**config.mk**
```make
export PLATFORM = sky130hd
export DESIGN_NAME = csa_pipe_adder
export DESIGN_NICKNAME = d
export VERILOG_FILES = /design/src/rtl/csa_pkg.sv /design/src/rtl/csa_sel_block.sv /design/src/rtl/csa_pipe_adder.sv
export SDC_FILE = /design/constraint.sdc
export NUM_CORES = 1
export LEC_CHECK = 0
export BUFFER_PORTS_ARGS = -buffer_cell sky130_fd_sc_hd__buf_4
export CAP_MARGIN = 20
export CORE_UTILIZATION = 59
export CTS_CLUSTER_DIAMETER = 150
export DETAILED_ROUTE_END_ITERATION = 10
export PLACE_DENSITY = 0.89
export SLEW_MARGIN = 0
export SYNTH_ARGS = -nofsm -noshare
export SYNTH_HDL_FRONTEND = slang
export SYNTH_SLANG_ARGS = --single-unit
```
**constraint.sdc**
```tcl
create_clock -name i_clk -period 3.13 [get_ports i_clk]
set_input_delay 0.313 -clock i_clk [delete_from_list [all_inputs] [get_ports i_clk]]
set_output_delay 0.313 -clock i_clk [all_outputs]
set_load 0.005 [all_outputs]
```
**src/rtl/csa_pkg.sv**
```systemverilog
`default_nettype none
// +----------------------------------------------------------------------------+
// | Module  : csa_pkg                                                          |
// | Brief   : Shared helpers and types for the pipelined carry-select adder.   |
// | Revision: 1.0                                                              |
// +----------------------------------------------------------------------------+
package csa_pkg;

    function automatic int ceil_div(input int a, input int b);
        return (a + b - 1) / b;
    endfunction

    function automatic int calc_nblk(input int width, input int blk);
        return ceil_div(width, blk);
    endfunction

    function automatic int calc_nstg(input int width, input int blk, input int bps);
        return ceil_div(ceil_div(width, blk), bps);
    endfunction

    // Carry handed from one stage to the next; cmsb is only meaningful in the last stage
    typedef struct packed {
        logic carry;
        logic cmsb;
    } stg_carry_t;

endpackage
`default_nettype wire

```
**src/rtl/csa_sel_block.sv**
```systemverilog
`default_nettype none
// +----------------------------------------------------------------------------+
// | Module  : csa_sel_block                                                    |
// | Brief   : Carry-select block: both carry hypotheses summed, cin picks one. |
// | Revision: 1.0                                                              |
// +----------------------------------------------------------------------------+
module csa_sel_block
    import csa_pkg::*;
#(
    parameter int W = 4
) (
    input  logic [W-1:0] i_a,
    input  logic [W-1:0] i_b,
    input  logic         i_cin,
    output logic [W-1:0] o_sum,
    output logic         o_cout
);

    logic [W:0] w_s0;
    logic [W:0] w_s1;

    assign w_s0 = {1'b0, i_a} + {1'b0, i_b};
    assign w_s1 = {1'b0, i_a} + {1'b0, i_b} + {{W{1'b0}}, 1'b1};

    assign {o_cout, o_sum} = i_cin ? w_s1 : w_s0;

endmodule
`default_nettype wire

```
**src/rtl/csa_pipe_adder.sv**
```systemverilog
`default_nettype none
// +----------------------------------------------------------------------------+
// | Module  : csa_pipe_adder                                                   |
// | Brief   : Pipelined carry-select adder/subtractor, valid/ready streaming.  |
// | Revision: 1.0                                                              |
// +----------------------------------------------------------------------------+
module csa_pipe_adder
    import csa_pkg::*;
#(
    parameter int WIDTH        = 32,
    parameter int BLK          = 4,
    parameter int BLKS_PER_STG = 2
) (
    input  logic             i_clk,
    input  logic             i_rst_n,
    input  logic             i_valid,
    output logic             o_ready,
    input  logic [WIDTH-1:0] i_add_term1,
    input  logic [WIDTH-1:0] i_add_term2,
    input  logic             i_cin,
    input  logic             i_sub,
    output logic             o_valid,
    input  logic             i_ready,
    output logic [WIDTH-1:0] o_sum,
    output logic             o_cout,
    output logic             o_ovf
);

    localparam int c_NBLK   = calc_nblk(WIDTH, BLK);
    localparam int c_NSTG   = calc_nstg(WIDTH, BLK, BLKS_PER_STG);
    localparam int c_LAST_W = WIDTH - (c_NBLK - 1) * BLK;
    localparam logic [WIDTH-1:0] c_ONES = '1;

    logic             w_adv;
    logic             w_vin  [c_NSTG];
    logic [WIDTH-1:0] w_sa   [c_NSTG];
    logic [WIDTH-1:0] w_sb   [c_NSTG];
    logic [WIDTH-1:0] w_ss   [c_NSTG];
    logic             w_sc   [c_NSTG];
    logic [WIDTH-1:0] w_nsum [c_NSTG];
    stg_carry_t       w_ncar [c_NSTG];
    logic [WIDTH-1:0] w_blk_sum;
    logic             w_bcout [c_NBLK];
    logic             w_cmsb;

    logic             r_vld [c_NSTG];
    logic [WIDTH-1:0] r_sum [c_NSTG];
    logic [WIDTH-1:0] r_a   [c_NSTG];
    logic [WIDTH-1:0] r_b   [c_NSTG];
    stg_carry_t       r_car [c_NSTG];

    assign w_adv   = !o_valid || i_ready;
    assign o_ready = w_adv;

    for (genvar s = 0; s < c_NSTG; s++) begin : g_stg
        localparam int c_B_LO   = s * BLKS_PER_STG;
        localparam int c_B_HI   = (((s + 1) * BLKS_PER_STG < c_NBLK) ? (s + 1) * BLKS_PER_STG : c_NBLK) - 1;
        localparam int c_BIT_LO = c_B_LO * BLK;
        localparam int c_BIT_HI = (c_B_HI == c_NBLK - 1) ? WIDTH - 1 : (c_B_HI + 1) * BLK - 1;
        localparam logic [WIDTH-1:0] c_MASK = (c_ONES >> (WIDTH - 1 - c_BIT_HI)) & (c_ONES << c_BIT_LO);

        if (s == 0) begin : g_first
            assign w_vin[s] = i_valid;
            assign w_sa[s]  = i_add_term1;
            assign w_sb[s]  = i_sub ? ~i_add_term2 : i_add_term2;
            assign w_sc[s]  = i_sub | i_cin;
            assign w_ss[s]  = '0;
        end else begin : g_next
            assign w_vin[s] = r_vld[s-1];
            assign w_sa[s]  = r_a[s-1];
            assign w_sb[s]  = r_b[s-1];
            assign w_sc[s]  = r_car[s-1].carry;
            assign w_ss[s]  = r_sum[s-1];
        end

        // Splice this stage's freshly computed slice over the slices from earlier stages
        assign w_nsum[s] = (w_ss[s] & ~c_MASK) | (w_blk_sum & c_MASK);
        assign w_ncar[s] = {w_bcout[c_B_HI], (s == c_NSTG - 1) ? w_cmsb : 1'b0};
    end

    for (genvar b = 0; b < c_NBLK; b++) begin : g_blk
        localparam int c_S  = b / BLKS_PER_STG;
        localparam int c_LO = b * BLK;
        localparam int c_W  = (b == c_NBLK - 1) ? c_LAST_W : BLK;

        logic w_cin;

        if (b % BLKS_PER_STG == 0) begin : g_cin_stg
            assign w_cin = w_sc[c_S];
        end else begin : g_cin_chain
            assign w_cin = w_bcout[b-1];
        end

        if (b == 0) begin : g_ripple
            assign {w_bcout[b], w_blk_sum[c_LO +: c_W]} = {1'b0, w_sa[c_S][c_LO +: c_W]}
                                                        + {1'b0, w_sb[c_S][c_LO +: c_W]}
                                                        + {{c_W{1'b0}}, w_cin};
        end else begin : g_sel
            csa_sel_block #(
                .W (c_W)
            ) u_blk (
                .i_a    (w_sa[c_S][c_LO +: c_W]),
                .i_b    (w_sb[c_S][c_LO +: c_W]),
                .i_cin  (w_cin),
                .o_sum  (w_blk_sum[c_LO +: c_W]),
                .o_cout (w_bcout[b])
            );
        end
    end

    // Carry into the MSB recovered from the MSB's own sum bit and operands
    assign w_cmsb = w_blk_sum[WIDTH-1] ^ w_sa[c_NSTG-1][WIDTH-1] ^ w_sb[c_NSTG-1][WIDTH-1];

    always_ff @(posedge i_clk or negedge i_rst_n) begin
        if (!i_rst_n) begin
            for (int s = 0; s < c_NSTG; s++) begin
                r_vld[s] <= 1'b0;
                r_sum[s] <= '0;
                r_a[s]   <= '0;
                r_b[s]   <= '0;
                r_car[s] <= '0;
            end
        end else if (w_adv) begin
            for (int s = 0; s < c_NSTG; s++) begin
                r_vld[s] <= w_vin[s];
                r_sum[s] <= w_nsum[s];
                r_a[s]   <= w_sa[s];
                r_b[s]   <= w_sb[s];
                r_car[s] <= w_ncar[s];
            end
        end
    end

    assign o_valid = r_vld[c_NSTG-1];
    assign o_sum   = r_sum[c_NSTG-1];
    assign o_cout  = r_car[c_NSTG-1].carry;
    assign o_ovf   = r_car[c_NSTG-1].cmsb ^ r_car[c_NSTG-1].carry;

endmodule
`default_nettype wire

```
==> impl_metrics.ini <==
[cts]
clkTransAtPathRegs_ns = 0.06
cts_tree = built
cts_setup_buffers = 0
htree_levels = 4
numClockSinks = 185
cts_max_path_buffers = 2
root_buffer = clkbuf_16
cts_resized = 0
clk-insertion-delay-late_ns = 0.43
ctsHoldBuffers = 0
cts_buffers = 17

[routing]
dr.pass1.iters = 8
wl_mm = 16.5
num_vias = 6379
drc = 20
wl_per_cell_um = 13.3
drt-initial-drc-count = 531
ant_nets = 0
viasPerCell = 5.17

[floorplanning]
die_h_um = 125
die_area_um2 = 15700
pin_count = 106
core_um2 = 14700
die_w_um = 125
start_util_pct = 60.9
row_count = 44

[logic_synthesis]
synthesis.nets = 1103
synthMuxAreaShare_pct = 1.12
synth_area_um2 = 8960
post_synth.cell_area_avg_um2 = 9.08
synth-xor-area-share_pct = 7.01
ys_seq_area_share_pct = 51.7
synthSimpleGateAreaFrac_pct = 20.9
synthCells = 986
synth_seq_cells = 185
ys_warn_count = 0
synthAdderAreaFrac_pct = 7.32
synthDistinctLibCells = 35
synth_top_family_by_area = simple AND/OR/NAND/NOR gates
synth-compound-area-share_pct = 6.57

[power_and_ir_drop]
max-vdd-ir-drop_v = 0.000473
powerDensity_nw_per_um2 = 1050
leakage_nw = 5.30

[timing]
fin_ws_ns = 0.300
finClkSkew_ns = 0.00601
min_period_over_period_pct = 90.4
timing.fmax_ghz = 0.353
hold_violations = 40
fin_tns_setup_ns = 0
drv_slew = 0
relSlewSlack_pct = 48.2
report.final.setup_viol = 0
worst_pin_slew_ns = 0.777
hold-worst-slack_ns = -0.0245
period_minus_slack_ns = 2.83
rsz0062_at_grt = no

[run_status]
violations = design-rule violations, negative hold slack
status = finished with violations

[placement]
io_buffers = 105
pre_cts_ws_ns = 0.326
place.detailed.hpwl_mm = 10.9
place_congestion = 0.809

[critical_path]
arrival_ns = 3.12
required_ns = 3.42
critPathLaunchType = register
end_kind = register
cp_max_fo = 8
path_class = reg -> reg

[grt]
grt_pass1_wl_mm = 28.6
track_usage_pct = 22.9
grt_pass1_vias = 6175
grt.overflow.total = 0
grt_max_degree = 116
antenna_found_initial = 0

[final_layout]
layout.nets = 1156
area_growth_pct = 15.2
nFillCells = 1124
num_antenna_cells = 0
drive_above_1_share_pct = 14.3

[flow_run]
maxCapViolations = 0

[worst_hold_path]
hold_class = in -> async
-- cells by family (layout without fill, tap and decap cells) --
| group | Yosys count | after routing |
|---|---|---|
| buf+inv | 96 | 161 |
| xor+xnor | 70 | 70 |
| mux | 10 | 10 |
| compound gates | 103 | 103 |
| fa+ha+maj | 47 | 47 |
| flops | 185 | 185 |
| simple gates | 475 | 475 |
-- flip-flops by register name, summed over array words and instances (netlist names) --
register / flops
r_sum: 48
r_b: 48
o_sum: 32
o_valid: 1
g_blk.w_cin: 3
r_a: 48
r_vld: 3
o_cout: 1
r_car: 1
-- metrics by stage --
stage / instance area, um2 / cells / utilization (%) / total power (W)
floorplan: 8960 / 986 / - / 0.00747
global placement: 9680 / 1204 / 65.8 / 0.00824
detailed placement: 9680 / 1204 / 65.8 / 0.00850
global route: 10300 / 1235 / 70.2 / 0.0117
finish: 10300 / 1235 / 70.2 / 0.0108
CTS: 10300 / 1235 / 70.2 / 0.0109
-- cells in the mapped netlist --
library cell | number | area share (%)
o21ai_0 | 44 | 2.5
o31ai_1 | 4 | 0.34
xor2_1 | 26 | 2.5
fa_1 | 9 | 2.0
nand3b_1 | 1 | 0.084
and4_1 | 1 | 0.098
buf_1 | 10 | 0.42
a221o_1 | 1 | 0.11
a21o_2 | 2 | 0.20
xnor2_1 | 42 | 4.1
and2_1 | 1 | 0.070
or4_1 | 1 | 0.084
nor2b_1 | 4 | 0.28
nor3b_1 | 3 | 0.25
nor3_1 | 3 | 0.17
or3b_1 | 1 | 0.098
nand4_1 | 6 | 0.42
a21o_1 | 16 | 1.3
clkbuf_1 | 38 | 1.6
and3_1 | 1 | 0.070
nor2_1 | 25 | 1.0
and2_0 | 1 | 0.070
and4_2 | 1 | 0.11
ha_1 | 38 | 5.3
a31oi_1 | 4 | 0.28
xor2_2 | 2 | 0.36
o21a_1 | 2 | 0.17
a21oi_1 | 30 | 1.7
dfrtp_1 | 185 | 52
buf_4 | 32 | 2.7
nand2_1 | 413 | 17
nand3_1 | 10 | 0.56
nand2b_1 | 3 | 0.21
inv_1 | 16 | 0.67
mux2i_1 | 10 | 1.1
-- area by class of cell --
type | count | area, um2 | share of cell area (%)
Sequential cell | 185 | 4630 | 44.9
Timing Repair Buffer | 114 | 900 | 8.72
Clock inverter | 7 | 138 | 1.33
Tap cell | 184 | 230 | 2.23
Multi-Input combinational cell | 705 | 3850 | 37.4
Inverter | 16 | 62.6 | 0.607
Clock buffer | 24 | 502 | 4.86
-- critical path, cell delays in order, from the launching register on --
cell     delay, ns
dfrtp_1       0.39
ha_1          0.23
fa_1          0.54
ha_1          0.19
nand2_1       0.08
or3b_1        0.35
mux2i_1       0.17
xnor2_1       0.34
and4_2        0.35
o31ai_1       0.06
-- cells in the final DEF (no fill, tap or decap), types with 6 or more instances in the layout --
| cell type | count |
|---|---|
| nand2_1 | 413 |
| dfrtp_1 | 185 |
| buf_4 | 110 |
| o21ai_0 | 44 |
| xnor2_1 | 42 |
| ha_1 | 38 |
| a21oi_1 | 30 |
| xor2_1 | 26 |
| nor2_1 | 25 |
| clkbuf_16 | 17 |
| a21o_1 | 16 |
| inv_1 | 15 |
| mux2i_1 | 10 |
| nand3_1 | 10 |
| fa_1 | 9 |
| nand4_1 | 6 |
| clkbuf_8 | 6 |
-- routing by layer --
layer  global-route usage [%]  vias to the layer above  part of all wire [%]
met5                        0                        -                     0
met2                     37.2                      130                    49
met4                     9.40                        0                   1.8
li1                         -                     3210                     -
met3                     3.68                       20                   3.2
met1                     31.0                     3019                    46
-- path summary, 6_finish.rpt --
kind | start | cells after the start | end | slack, ns
min in group i_clk | i_add_term1[10] | 3 | r_a[106]$_DFFE_PN0P_ | 0.08
max in group asynchronous | i_rst_n | 2 | r_sum[77]$_DFFE_PN0P_ | 2.32
worst min register to register | r_vld[1]$_DFFE_PN0P_ | 1 | o_valid$_DFFE_PN0P_ | 0.46
worst max-delay path | r_b[104]$_DFFE_PN0P_ | 9 | g_blk[4].w_cin$_DFFE_PN0P_ | 0.30
worst max register to register | r_b[104]$_DFFE_PN0P_ | 9 | g_blk[4].w_cin$_DFFE_PN0P_ | 0.30
worst min-delay path | i_rst_n | 1 | r_a[118]$_DFFE_PN0P_ | -0.02
-- report_power, final --
part	switching, W	internal, W	total [W]
logic	0.00242	0.00197	0.00439
registers	0.000653	0.00347	0.00413
clock network	0.000853	0.00144	0.00229
Power figures use the tool's default switching activity.
